--- config.mk ---
export PLATFORM = sky130hd
export DESIGN_NAME = switch_debounce_bank
export DESIGN_NICKNAME = d
export VERILOG_FILES = /design/src/rtl/switch_debounce_bank.sv
export SDC_FILE = /design/constraint.sdc
export NUM_CORES = 1
export LEC_CHECK = 0
export ABC_AREA = 1
export BUFFER_PORTS_ARGS = -buffer_cell sky130_fd_sc_hd__buf_2
export CORE_MARGIN = 3
export CORE_UTILIZATION = 45
export DETAILED_ROUTE_END_ITERATION = 12
export PLACE_DENSITY = 0.62
export SLEW_MARGIN = 5
export SYNTH_ARGS = -nofsm -noshare
export SYNTH_HDL_FRONTEND = slang
export SYNTH_SLANG_ARGS = --single-unit
--- constraint.sdc ---
create_clock -name i_Clk -period 2 [get_ports i_Clk]
set_clock_uncertainty 0.1 [all_clocks]
set_input_delay 0.1 -clock i_Clk [delete_from_list [all_inputs] [get_ports i_Clk]]
set_output_delay 0.1 -clock i_Clk [all_outputs]
set_load 0.02 [all_outputs]
--- src/rtl/switch_debounce_bank.sv ---
// switch_debounce_bank: per-switch 2-flop sync, debounce filter and press/release/hold pulses
// Ports: i_Clk clock; i_Reset sync active-high reset; i_Switches raw levels (1 = pressed);
//   o_Switches debounced levels; o_Pressed/o_Released 1-cycle edge pulses;
//   o_Held 1-cycle long-press pulse, only when SWITCH_HOLD_EN is defined (else tied 0).
module switch_debounce_bank #(
  parameter int g_NUM_SWITCHES   = 4,
  parameter int g_DEBOUNCE_LIMIT = 250000
`ifdef SWITCH_HOLD_EN
  , parameter int g_HOLD_LIMIT   = 25000000 * 3
`endif
) (
  input  logic                      i_Clk,
  input  logic                      i_Reset,
  input  logic [g_NUM_SWITCHES-1:0] i_Switches,
  output logic [g_NUM_SWITCHES-1:0] o_Switches,
  output logic [g_NUM_SWITCHES-1:0] o_Pressed,
  output logic [g_NUM_SWITCHES-1:0] o_Released,
  output logic [g_NUM_SWITCHES-1:0] o_Held
);
  localparam int CW = $clog2(g_DEBOUNCE_LIMIT + 1);
  localparam logic [CW-1:0] LAST = CW'(g_DEBOUNCE_LIMIT - 1);
  logic [g_NUM_SWITCHES-1:0] sync1_q, sync2_q, sw_q, sw_d;
  logic [g_NUM_SWITCHES-1:0] pressed_q, pressed_d, released_q, released_d, done;
  logic [CW-1:0] cnt_q [g_NUM_SWITCHES];
  logic [CW-1:0] cnt_d [g_NUM_SWITCHES];
  // A level is accepted on the increment that would reach the limit; the pulse registers alongside it.
  always_comb begin
    for (int i = 0; i < g_NUM_SWITCHES; i++) begin
      done[i]       = (sync2_q[i] != sw_q[i]) && (cnt_q[i] == LAST);
      cnt_d[i]      = (sync2_q[i] == sw_q[i] || done[i]) ? '0 : cnt_q[i] + 1'b1;
      sw_d[i]       = done[i] ? sync2_q[i] : sw_q[i];
      pressed_d[i]  = done[i] & sync2_q[i];
      released_d[i] = done[i] & ~sync2_q[i];
    end
  end
  always_ff @(posedge i_Clk) begin
    if (i_Reset) begin
      sync1_q    <= '0;
      sync2_q    <= '0;
      sw_q       <= '0;
      pressed_q  <= '0;
      released_q <= '0;
      cnt_q      <= '{default: '0};
    end else begin
      sync1_q    <= i_Switches;
      sync2_q    <= sync1_q;
      sw_q       <= sw_d;
      pressed_q  <= pressed_d;
      released_q <= released_d;
      cnt_q      <= cnt_d;
    end
  end
  assign o_Switches = sw_q;
  assign o_Pressed  = pressed_q;
  assign o_Released = released_q;
`ifdef SWITCH_HOLD_EN
  localparam logic [31:0] HL = 32'(g_HOLD_LIMIT);
  logic [31:0] hold_q [g_NUM_SWITCHES];
  logic [31:0] hold_d [g_NUM_SWITCHES];
  logic [g_NUM_SWITCHES-1:0] held_q, held_d;
  // Saturating at the limit gives exactly one pulse per press; release clears and re-arms.
  always_comb begin
    for (int i = 0; i < g_NUM_SWITCHES; i++) begin
      hold_d[i] = !sw_q[i] ? '0 : (hold_q[i] == HL ? hold_q[i] : hold_q[i] + 1);
      held_d[i] = sw_q[i] && (hold_q[i] == HL - 1);
    end
  end
  always_ff @(posedge i_Clk) begin
    if (i_Reset) begin
      hold_q <= '{default: '0};
      held_q <= '0;
    end else begin
      hold_q <= hold_d;
      held_q <= held_d;
    end
  end
  assign o_Held = held_q;
`else
  assign o_Held = '0;
`endif
endmodule

== Word level (Yosys, flattened, before mapping) ==
Cells that the tools add are included.

* Word-level logic and storage cells: 52
* Register bits: 92
* Input bits: 6
* Output and inout bits: 16

* Bitwise logic cells: 12
* Reductions and logical operators: 12
* Eq/ne operators: 12
* Add/sub/neg operators: 4

{| class="wikitable"
|+ Operators by type and width
! cell !! count
|-
| $add A18 B1 Y18 const B || 4
|-
| $eq A18 B18 Y1 const B || 4
|-
| $and A1 B1 Y1 || 8
|-
| $reduce_or A2 Y1 || 4
|-
| $eq A1 B1 Y1 || 4
|-
| $logic_and A1 B1 Y1 || 4
|-
| $logic_or A1 B1 Y1 || 4
|-
| $ne A1 B1 Y1 || 4
|-
| $not A1 Y1 || 4
|}

== Longest topological paths before layout ==
Gate-level depths: netlist (run 1).

* Depth after elaboration: 4
* Depth in mapped cells: 9
* Mapped depth without buffers: 9

== Worst setup path before layout (run 1) ==
Ideal clock, no wire load.

* Path kind: register -> register
* Start: register cnt_q[36] in the netlist's numbering
* End: register cnt_q[45] in the netlist's numbering
* Period minus slack after synthesis: 1501 ps
* Slack: 499 ps
* Stages on the path, launching flop included: 10
* Library setup time: 115 ps
* Data arrival time: 1286 ps
* Cells stage by stage: dfxtp_1 > ha_1 > nand2_2 > nor2_4 > inv_2 > nor2_2 > nand2_2 > nand3_4 > buf_12 > nor2_2

* Longest elaborated chain between the ends: 4

{| class="wikitable"
|+ RTL lines
! what !! RTL line !! text
|-
| start: declaration || 24 || <nowiki>logic [CW-1:0] cnt_q [g_NUM_SWITCHES];</nowiki>
|-
| start signal: assignment || 50 || <nowiki>cnt_q <= cnt_d;</nowiki>
|-
| parallel branches: the longest is 4 deep, another holds $add A18 B1 Y18 || -- ||
|}

Several ways; the timed one is not identified.
A chain may end at the register's enable or synchronous reset.

== Worst setup path after layout (run 1) ==
* Start: register cnt_q[0] in the netlist's numbering
* End: register cnt_q[15] in the netlist's numbering

The elaborated chain is that of the path after synthesis.

==> reports/results.txt, run 1 <==
The flow ran to the end, and the final reports show no timing, DRC or antenna violations. The total negative slack for setup checks is 0 ns. Combinational logic burns 2.1% of the power.

During I/O placement, the number of pins put on the boundary was 22. The initial utilization of the core area, before any placement, comes to 46.5%. For the total congestion overflow, the log shows 0. For the worst setup path, the data required time is 2.17 ns. The number of max-slew violations in the final report came out at 0. In this run switching power makes up 22.6% of total power. The slowest stage cell on the critical path was dfxtp_1. The detailed router placed 3867 vias in this run. The number of iterations in the first detailed-routing pass is 4.

The run gives 0 as the post-route DRC violation count. The worst path meets setup with 0.375 ns of slack. The first-pass GRT wire length was 15.7 mm.

Dividing total power by cell area gives a power density of 633 nW/um^2. After synthesis, the largest area contributor takes up 40.6% of total cell area. Gates resized during post-CTS repair numbered 0. Synthesis produced 666 cells.

The delay of the slowest cell on the worst path was 0.42 ns; the total of flip-flops plus latches after synthesis was 92. The run gives 0 as the initial antenna violation count. The synthesized design contains 0 enable-type register cells. Max-cap violation count: 0. Sorting the synthesized cells by area gives the leading types as dfxtp_1 41%, nand2_1 14%, nor2_1 11%. Setup repair after global routing left no endpoint under its margin. Most frequent standard cell in the layout excluding fill and tap cells: nand2_1.

The maximum resistive drop on vdd is 0.000452 V. The run gives 3684 as the number of global-route vias before repair. For the weighted congestion reported at the end of routability-driven placement, the log shows 0.924. After detailed routing, the wire length on met1 is 4.32 mm. In this run the number of H-tree levels came out at 3.

The clock passes through at most 2 buffers. The hold violation total from the final report is 0, and the part of the Yosys area used for sequential elements is 40.6%. TritonCTS created 9 clock buffers. Clock latency on the worst-skew pair, taken at its later pin, is 0.36 ns.

STA classifies the critical path startpoint as a flip-flop. The cell-internal power was 2450 uW; the sequential share of power was 58.3%. Summed over all nets, the switching power comes to 716 uW. After clock tree synthesis, the clock-pin slew on the worst setup and hold paths is 0.09 ns.

The final critical path takes up 81.3% of the cycle. The critical path in this run is classified as flip-flop to flip-flop. After detailed routing, the met2 layer carries 4.03 mm of wire.

The floorplan has 36 rows. The tools report the nature of the critical path endpoint as a flip-flop. Dividing the detail-routed via count by the number of cells gives 4.63.

The library cell used as clock root buffer was clkbuf_8. The tools report the final setup violation count as 0. The tools report the routed length on met3 as 273 um. The run gives 9770 um^2 as the core region area.

Clock tree synthesis found a total of 92 sinks. During placement, the flow inserted port buffers numbering 17. Detailed placement ended at an HPWL of 6.51 mm.

The mean instance size in the synthesized netlist works out to 6.82 um^2. Along the worst path, the maximum fanout reaches 18. The tightest min-delay check is of the flip-flop to flip-flop type. Post-placement setup slack: 0.392 ns.

For the pin with the worst max-slew slack, the measured transition is 0.501 ns. For this run, the post-layout net count is 707. Entering global routing, the biggest net connects 19 pins. The top cell types in the final layout, fill and taps aside, are 167 x nand2_1, 136 x nor2_1, 92 x dfxtp_1.

The post-synthesis to final-layout area growth works out to 10.2%. The synthesized design spends more area on one cell type than any other, namely dfxtp_1. Global routing consumed, over all layers together, 16.7% of the routing resources.

The leakage component of the power is 0.00173 uW. Fraction of final layout cells with drive strength greater than 1: 10.5%. The highest metal layer carrying signal wires in the routed design is met4.

For this run, the leading register cell type out of synthesis is dfxtp_1. The logs give 0 for the count of buffers added by post-CTS timing repair for setup and 0 for the antenna violation net count after detailed routing. The total standard cell area after synthesis was 4540 um^2. The worst hold slack across all endpoints is 0.308 ns. Counting flops with an async set or reset pin after synthesis yields a share of 0%. Summed over all layers, the routed wires come to 8.74 mm. The diode insertion count for antenna repair is 0, and the area enclosed by the die boundary is 11300 um^2.

The die is 106 um wide. Floorplan die height: 106 um. The number of warnings issued by yosys is 0, and the DRC marker count from the first detailed-route iteration is 133. In this run the tightest slew margin relative to its limit is 66.4%.

TritonCTS built the clock tree. The average wire length per cell after detail routing works out to 10.5 um. Walking the worst path, the cells encountered are ha_1, nand2_1, nor2_2, nand3_1, nand2_4, inv_1, nand2_1, inv_1.

The minimum clock period after layout works out to 1.63 ns. The highest attainable clock frequency is 0.615 GHz, and the arrival time reported for the critical path endpoint is 1.79 ns. Yosys mapped the design onto 31 distinct sky130hd cell types. The clock share of power was 39.6%.
-- final cells by class --
class / instances / area (um^2)
sequential: 92 / 1840
fill: 984 / 4770
multi-input combinational: 479 / 2290
inverter: 89 / 334
tap: 133 / 166
timing repair buffer: 26 / 175
clock inverter: 7 / 75.1
clock buffer: 9 / 124
-- power by group through the flow --
stage / sequential (uW) / clock (uW) / combinational [uW]
2_1_floorplan: 1890 / 0 / 49.6
3_3_place_gp: 1890 / 0 / 52.6
3_5_place_dp: 1890 / 0 / 53.4
4_1_cts: 1850 / 1310 / 66.8
5_1_grt: 1850 / 1380 / 76.5
6_report: 1850 / 1250 / 67.3
-- metal layers --
layer | vias up | global-route usage (%)
li1 | 2116 | -
met1 | 1695 | 21.4
met2 | 46 | 27.6
met3 | 10 | 4.07
met4 | 0 | 5.30
met5 | - | 0
-- cells by family after synthesis --
| family | Yosys count | share of synthesized area (%) |
|---|---|---|
| simple gates | 401 | 38.5 |
| buf+inv | 98 | 9.28 |
| xor+xnor | 26 | 5.01 |
| fa+ha+maj | 4 | 1.10 |
| compound gates | 44 | 5.45 |
| other cells | 1 | 0.0826 |
| flops | 92 | 40.6 |
-- cell usage after synthesis, types with 7 or more instances --
| cell type | count |
|---|---|
| nand2_1 | 167 |
| nor2_1 | 136 |
| dfxtp_1 | 92 |
| inv_1 | 86 |
| nand3_1 | 29 |
| a21oi_1 | 25 |
| xor2_1 | 19 |
| nand4_1 | 18 |
| nor2_2 | 16 |
| nor3_1 | 11 |
| o21ai_0 | 11 |
| xnor2_1 | 7 |
-- worst paths after layout --
path,end,cells past startpoint,slack [ns],from
setup reg to reg,cnt_q[15]$_SDFF_PP0_,8,0.37,cnt_q[0]$_SDFF_PP0_
setup / recovery,cnt_q[15]$_SDFF_PP0_,8,0.37,cnt_q[0]$_SDFF_PP0_
hold / removal,sync2_q[0]$_SDFF_PP0_,2,0.31,sync1_q[0]$_SDFF_PP0_
hold reg to reg,sync2_q[0]$_SDFF_PP0_,2,0.31,sync1_q[0]$_SDFF_PP0_
-- through the flow --
stage	std cells	power (uW)	area (um^2)	util, %
2_1_floorplan	669	1940	4550	-
3_3_place_gp	810	1940	4720	48.3
3_5_place_dp	810	1940	4720	48.3
4_1_cts	835	3220	5010	51.2
5_1_grt	835	3310	5010	51.2
6_report	835	3170	5010	51.2
-- critical path: cells and delay by family, from the launching register on --
kind | cells | cell delay [ns]
adders and majority gates | 1 | 0.20
buffers and inverters | 2 | 0.09
DFF | 1 | 0.42
and+or+nand+nor | 5 | 0.72
-- repair_timing --
action                                  4_1_cts  5_1_grt
endpoints found under the setup margin        0        0
hold buffers                                  9        0
hold endpoints to repair                      8        0
-- registers in the layout, summed over array words and instances (netlist names) --
| signal | count |
|---|---|
| o_Released | 4 |
| sync1_q | 4 |
| o_Switches | 4 |
| sync2_q | 4 |
| cnt_q | 72 |
| o_Pressed | 4 |
Note: power is estimated with default switching activity, not from simulation.
==> run 2: changes to the inputs <==
--- a/config.mk
+++ b/config.mk
@@ -5,12 +5,12 @@
 export SDC_FILE = /design/constraint.sdc
 export NUM_CORES = 1
 export LEC_CHECK = 0
-export ABC_AREA = 1
+export ABC_AREA = 0
 export BUFFER_PORTS_ARGS = -buffer_cell sky130_fd_sc_hd__buf_2
 export CORE_MARGIN = 3
 export CORE_UTILIZATION = 45
 export DETAILED_ROUTE_END_ITERATION = 12
-export PLACE_DENSITY = 0.62
+export PLACE_DENSITY = 0.64
 export SLEW_MARGIN = 5
 export SYNTH_ARGS = -nofsm -noshare
 export SYNTH_HDL_FRONTEND = slang
==> constraint.sdc (replaced) <==
create_clock -name i_Clk -period 1.32 [get_ports i_Clk]
set_clock_uncertainty 0.1 [all_clocks]
set_input_delay 0.066 -clock i_Clk [delete_from_list [all_inputs] [get_ports i_Clk]]
set_output_delay 0.066 -clock i_Clk [all_outputs]
set_load 0.02 [all_outputs]
==> reports/results.txt, run 2 <==
Sequential cells were found to cover 46.8% of the synthesized design area. The logic depth of the worst register-to-register path is 6, and the number of buffers and inverters on the critical path is 1. In the global route stage, met3 resource usage came out at 4.00%. The largest individual stage delay along the critical path comes from the cell or4_4.

0 antenna diodes ended up in the layout. The gate count after technology mapping came out at 434. The total standard cell area after synthesis came out at 3940 um^2. After the last flow step, the layout net total stands at 610.

The library cell with the highest instance count after synthesis was dfxtp_1. Buffers placed on the I/O ports in this run total 17. The run gives 1.47 ns as the required time of the critical path.

The final reports fail on setup timing. The tightest min-delay check is of the primary input to flip-flop type. The post-route DRC violation count was 0; the number of filler instances in the final layout was 590. After synthesis, the share of flip-flops with an asynchronous set or reset is 0%. After clock tree synthesis, the clock-pin slew on the worst setup and hold paths is 0.09 ns. The commonest cells after synthesis are 92 x dfxtp_1, 73 x nor2_1, 41 x xnor2_1. Routing usage on met2: 35.0%.

The tool flagged a number of max-cap violations equal to 0. On the critical path the largest part of the delay comes from simple AND/OR/NAND/NOR gates. Counting buffers and inverters, the worst setup path is 6 cells deep.

The ratio of final minimum period to clock period was 129%. Cell accounting for the most synthesized area: dfxtp_1. Routability-driven placement finished with a final weighted congestion of 0.836. met2 is the most crowded layer.

The post-route netlist has 54.8% of its cells at a drive strength greater than 1. The run gives 9 as the number of buffers inserted during clock tree synthesis. The tools report the nature of the critical path endpoint as a flip-flop.

Before antenna repair, the detailed router went through 4 iterations. The run finished, with violations left. Summed over its instances, the top area cell type makes up 46.8% of the synthesized netlist area.

Register name with the most flops: cnt_q. The post-layout worst setup margin was -0.385 ns. The leakage component of the power was 0.00216 uW.

In the layout the commonest cells are 126 x buf_4, 48 x dfxtp_1, 41 x xnor2_1. The wire-length estimate of the detail-placed layout is 6.38 mm. For this block, the routed nets add up to 10.2 mm of wire.

The fraction of the mapped netlist area in adder cells works out to 1.27%. The arrival time reported for the critical path endpoint is 1.86 ns, and the total of flip-flops plus latches after synthesis is 92. The number of sinks handled by clock tree synthesis was 92; the floorplan die height was 99.5 um. The top fanout value on the critical path is 8, and the cell count after placement is 670. For this configuration, the core starts out at a cell density of 47.2%. The minimum clock period after layout was 1.70 ns.

Global routing consumed, over all layers together, 20.1% of the routing resources. Post-synthesis to final-layout area growth: 57.2%. The run gives 17 as the pin count of the biggest net entering global routing. The register with the most flip-flops in the layout has 72 of them. Along the worst hold path, the cell count comes to 3.

For the maximum resistive drop on vdd, the log shows 0.000547 V. The number of flops mapped to enable cells by yosys works out to 0. The average wire length per cell after detail routing works out to 14.4 um. For this run, the top clock speed supported by timing is 0.587 GHz.

Dividing the detail-routed via count by the number of cells gives 5.16. The fraction of the mapped netlist area in simple logic gates works out to 31.1%. The clock tree synthesis step divided the H-tree into 3 levels. Traced cell by cell, the critical path runs through ha_4, nand3_4, or4_4, o21ai_4, clkbuf_16, nor2_1. After Yosys synthesis, XOR and XNOR cells account for 13.4% of the synthesized area.

The most used flip-flop cell after synthesis is dfxtp_1. The run gives 0 as the number of max-slew violations in the final report. The delay of the slowest cell on the worst path is 0.45 ns, and the post-synthesis mux area share is 0.509%. The core region area came out at 8340 um^2. The final setup violation count is 81, and the chip width is 99.5 um.

For met1 alone, demand over resource in global routing was 24.7%. The clock latency on the worst-skew pair is 0.35 ns. The floorplan step defined a die boundary enclosing 9910 um^2.

TritonCTS built the clock tree. The I/O pin count was 22. Number of distinct library cells after synthesis: 38. The initial antenna violation count is 0. For this block, the initial DRC count from the detailed router was 92. After layout, the design draws a total of 4710 uW. By area the synthesized netlist is led by dfxtp_1 47%, xnor2_1 9.1%, nor2_1 7.0%. The first global-routing pass estimated 16.3 mm of wire.

The run gives 3623 as the number of global-route vias before repair. The library cell used as clock root buffer is clkbuf_8. Summed over all failing endpoints, the final setup total negative slack is -24.71 ns. A synthesized cell averages 9.07 um^2. The number of cells in the finished layout apart from fillers was 709. Leaving out fill and tap cells, the most frequent cell in the layout is buf_4.

The clock passes through at most 2 buffers. The worst setup path is launched from a flip-flop. At the end of the flow the core is filled with cells to 74.2%.

Summing over every cut layer, the via total after detailed routing is 3659. Setup repair after global routing could not meet its margin everywhere. Area fraction in compound gates after synthesis: 4.26%.

In this run the core area contains 33 standard-cell rows. The run gives 0 as the number of warnings issued by yosys. The run gives 0 as the total congestion overflow.

The run gives 0 as the hold violation total from the final report. The dominant combinational cell family by area after synthesis was simple AND/OR/NAND/NOR gates. The antenna violation net count after detailed routing is 0. The critical path is of the flip-flop to flip-flop type. The power density relative to cell area works out to 761 nW/um^2.
==> run 2: cell types whose count changed after synthesis, sizes merged, moves of 21 or more <==
cell   previous run  this run
inv              89         6
nor2            155        73
nor4              0        21
nand2           175        22
a21oi            31         9
xnor2             7        41
==> run 2: worst register-to-register path, stage by stage, from the launching register on <==
cell and delay (ns):
dfxtp_4 0.38, ha_4 0.16, nand3_4 0.06, or4_4 0.45, o21ai_4 0.23, clkbuf_16 0.19
nor2_1 0.05
==> run 2: per-layer routing <==
metal,up-vias,wire length [um]
li1,1853,-
met1,1725,4600
met2,59,5110
met3,22,339
met4,0,182
met5,-,0
==> run 2: timing repair <==
action                     in CTS  in global routing
hold buffers                    5                  0
pin swaps                      24                 13
hold endpoints to repair        7                  0
setup endpoints to repair      81                 81
setup buffers                  10                  6
resized for setup              55                 79
gates cloned                    3                  2
==> run 2: final timing paths <==
check / start / slack (ns) / to
max: cnt_q[55]$_SDFF_PP0_ / -0.38 / cnt_q[62]$_SDFF_PP0_
min: i_Reset / 0.05 / o_Switches[1]$_SDFFE_PP0P_
max reg2reg: cnt_q[55]$_SDFF_PP0_ / -0.38 / cnt_q[62]$_SDFF_PP0_
min reg2reg: sync1_q[0]$_SDFF_PP0_ / 0.34 / sync2_q[0]$_SDFF_PP0_
==> run 2: cells by family after synthesis <==
kind of cell | Yosys count
xor gates and xnor gates | 60
DFF | 92
adders and majority gates | 4
AOI/OAI and AO/OA | 24
and+or+nand+nor | 230
buffers and inverters | 21
other | 1
muxes | 2
==> run 2: cell type report <==
type	instances	area (um^2)	share of cell area (%)
multi-input cells	324	2590	41.9
flip-flops and latches	92	1920	31.1
repair buffers	167	1340	21.7
clock buffers	13	170	2.75
well taps	105	131	2.12
inverters	6	22.5	0.364
clock inverters	2	10.0	0.162
==> run 2: metrics by stage <==
stage	area (um^2)	setup slack (ns)	hold WS (ns)
after floorplan	4240	-0.377	0.0942
after global placement	5300	-0.365	0.183
after detailed placement	5300	-0.450	0.180
after CTS	5850	-0.393	0.0463
after global routing	6190	-0.432	0.0807
final	6190	-0.385	0.0485
==> run 2: power breakdown <==
group          leakage, uW  internal (uW)  switching, uW
clock            0.0000944            838            943
combinational      0.00130           77.5           77.7
sequential        0.000768           2770           9.45
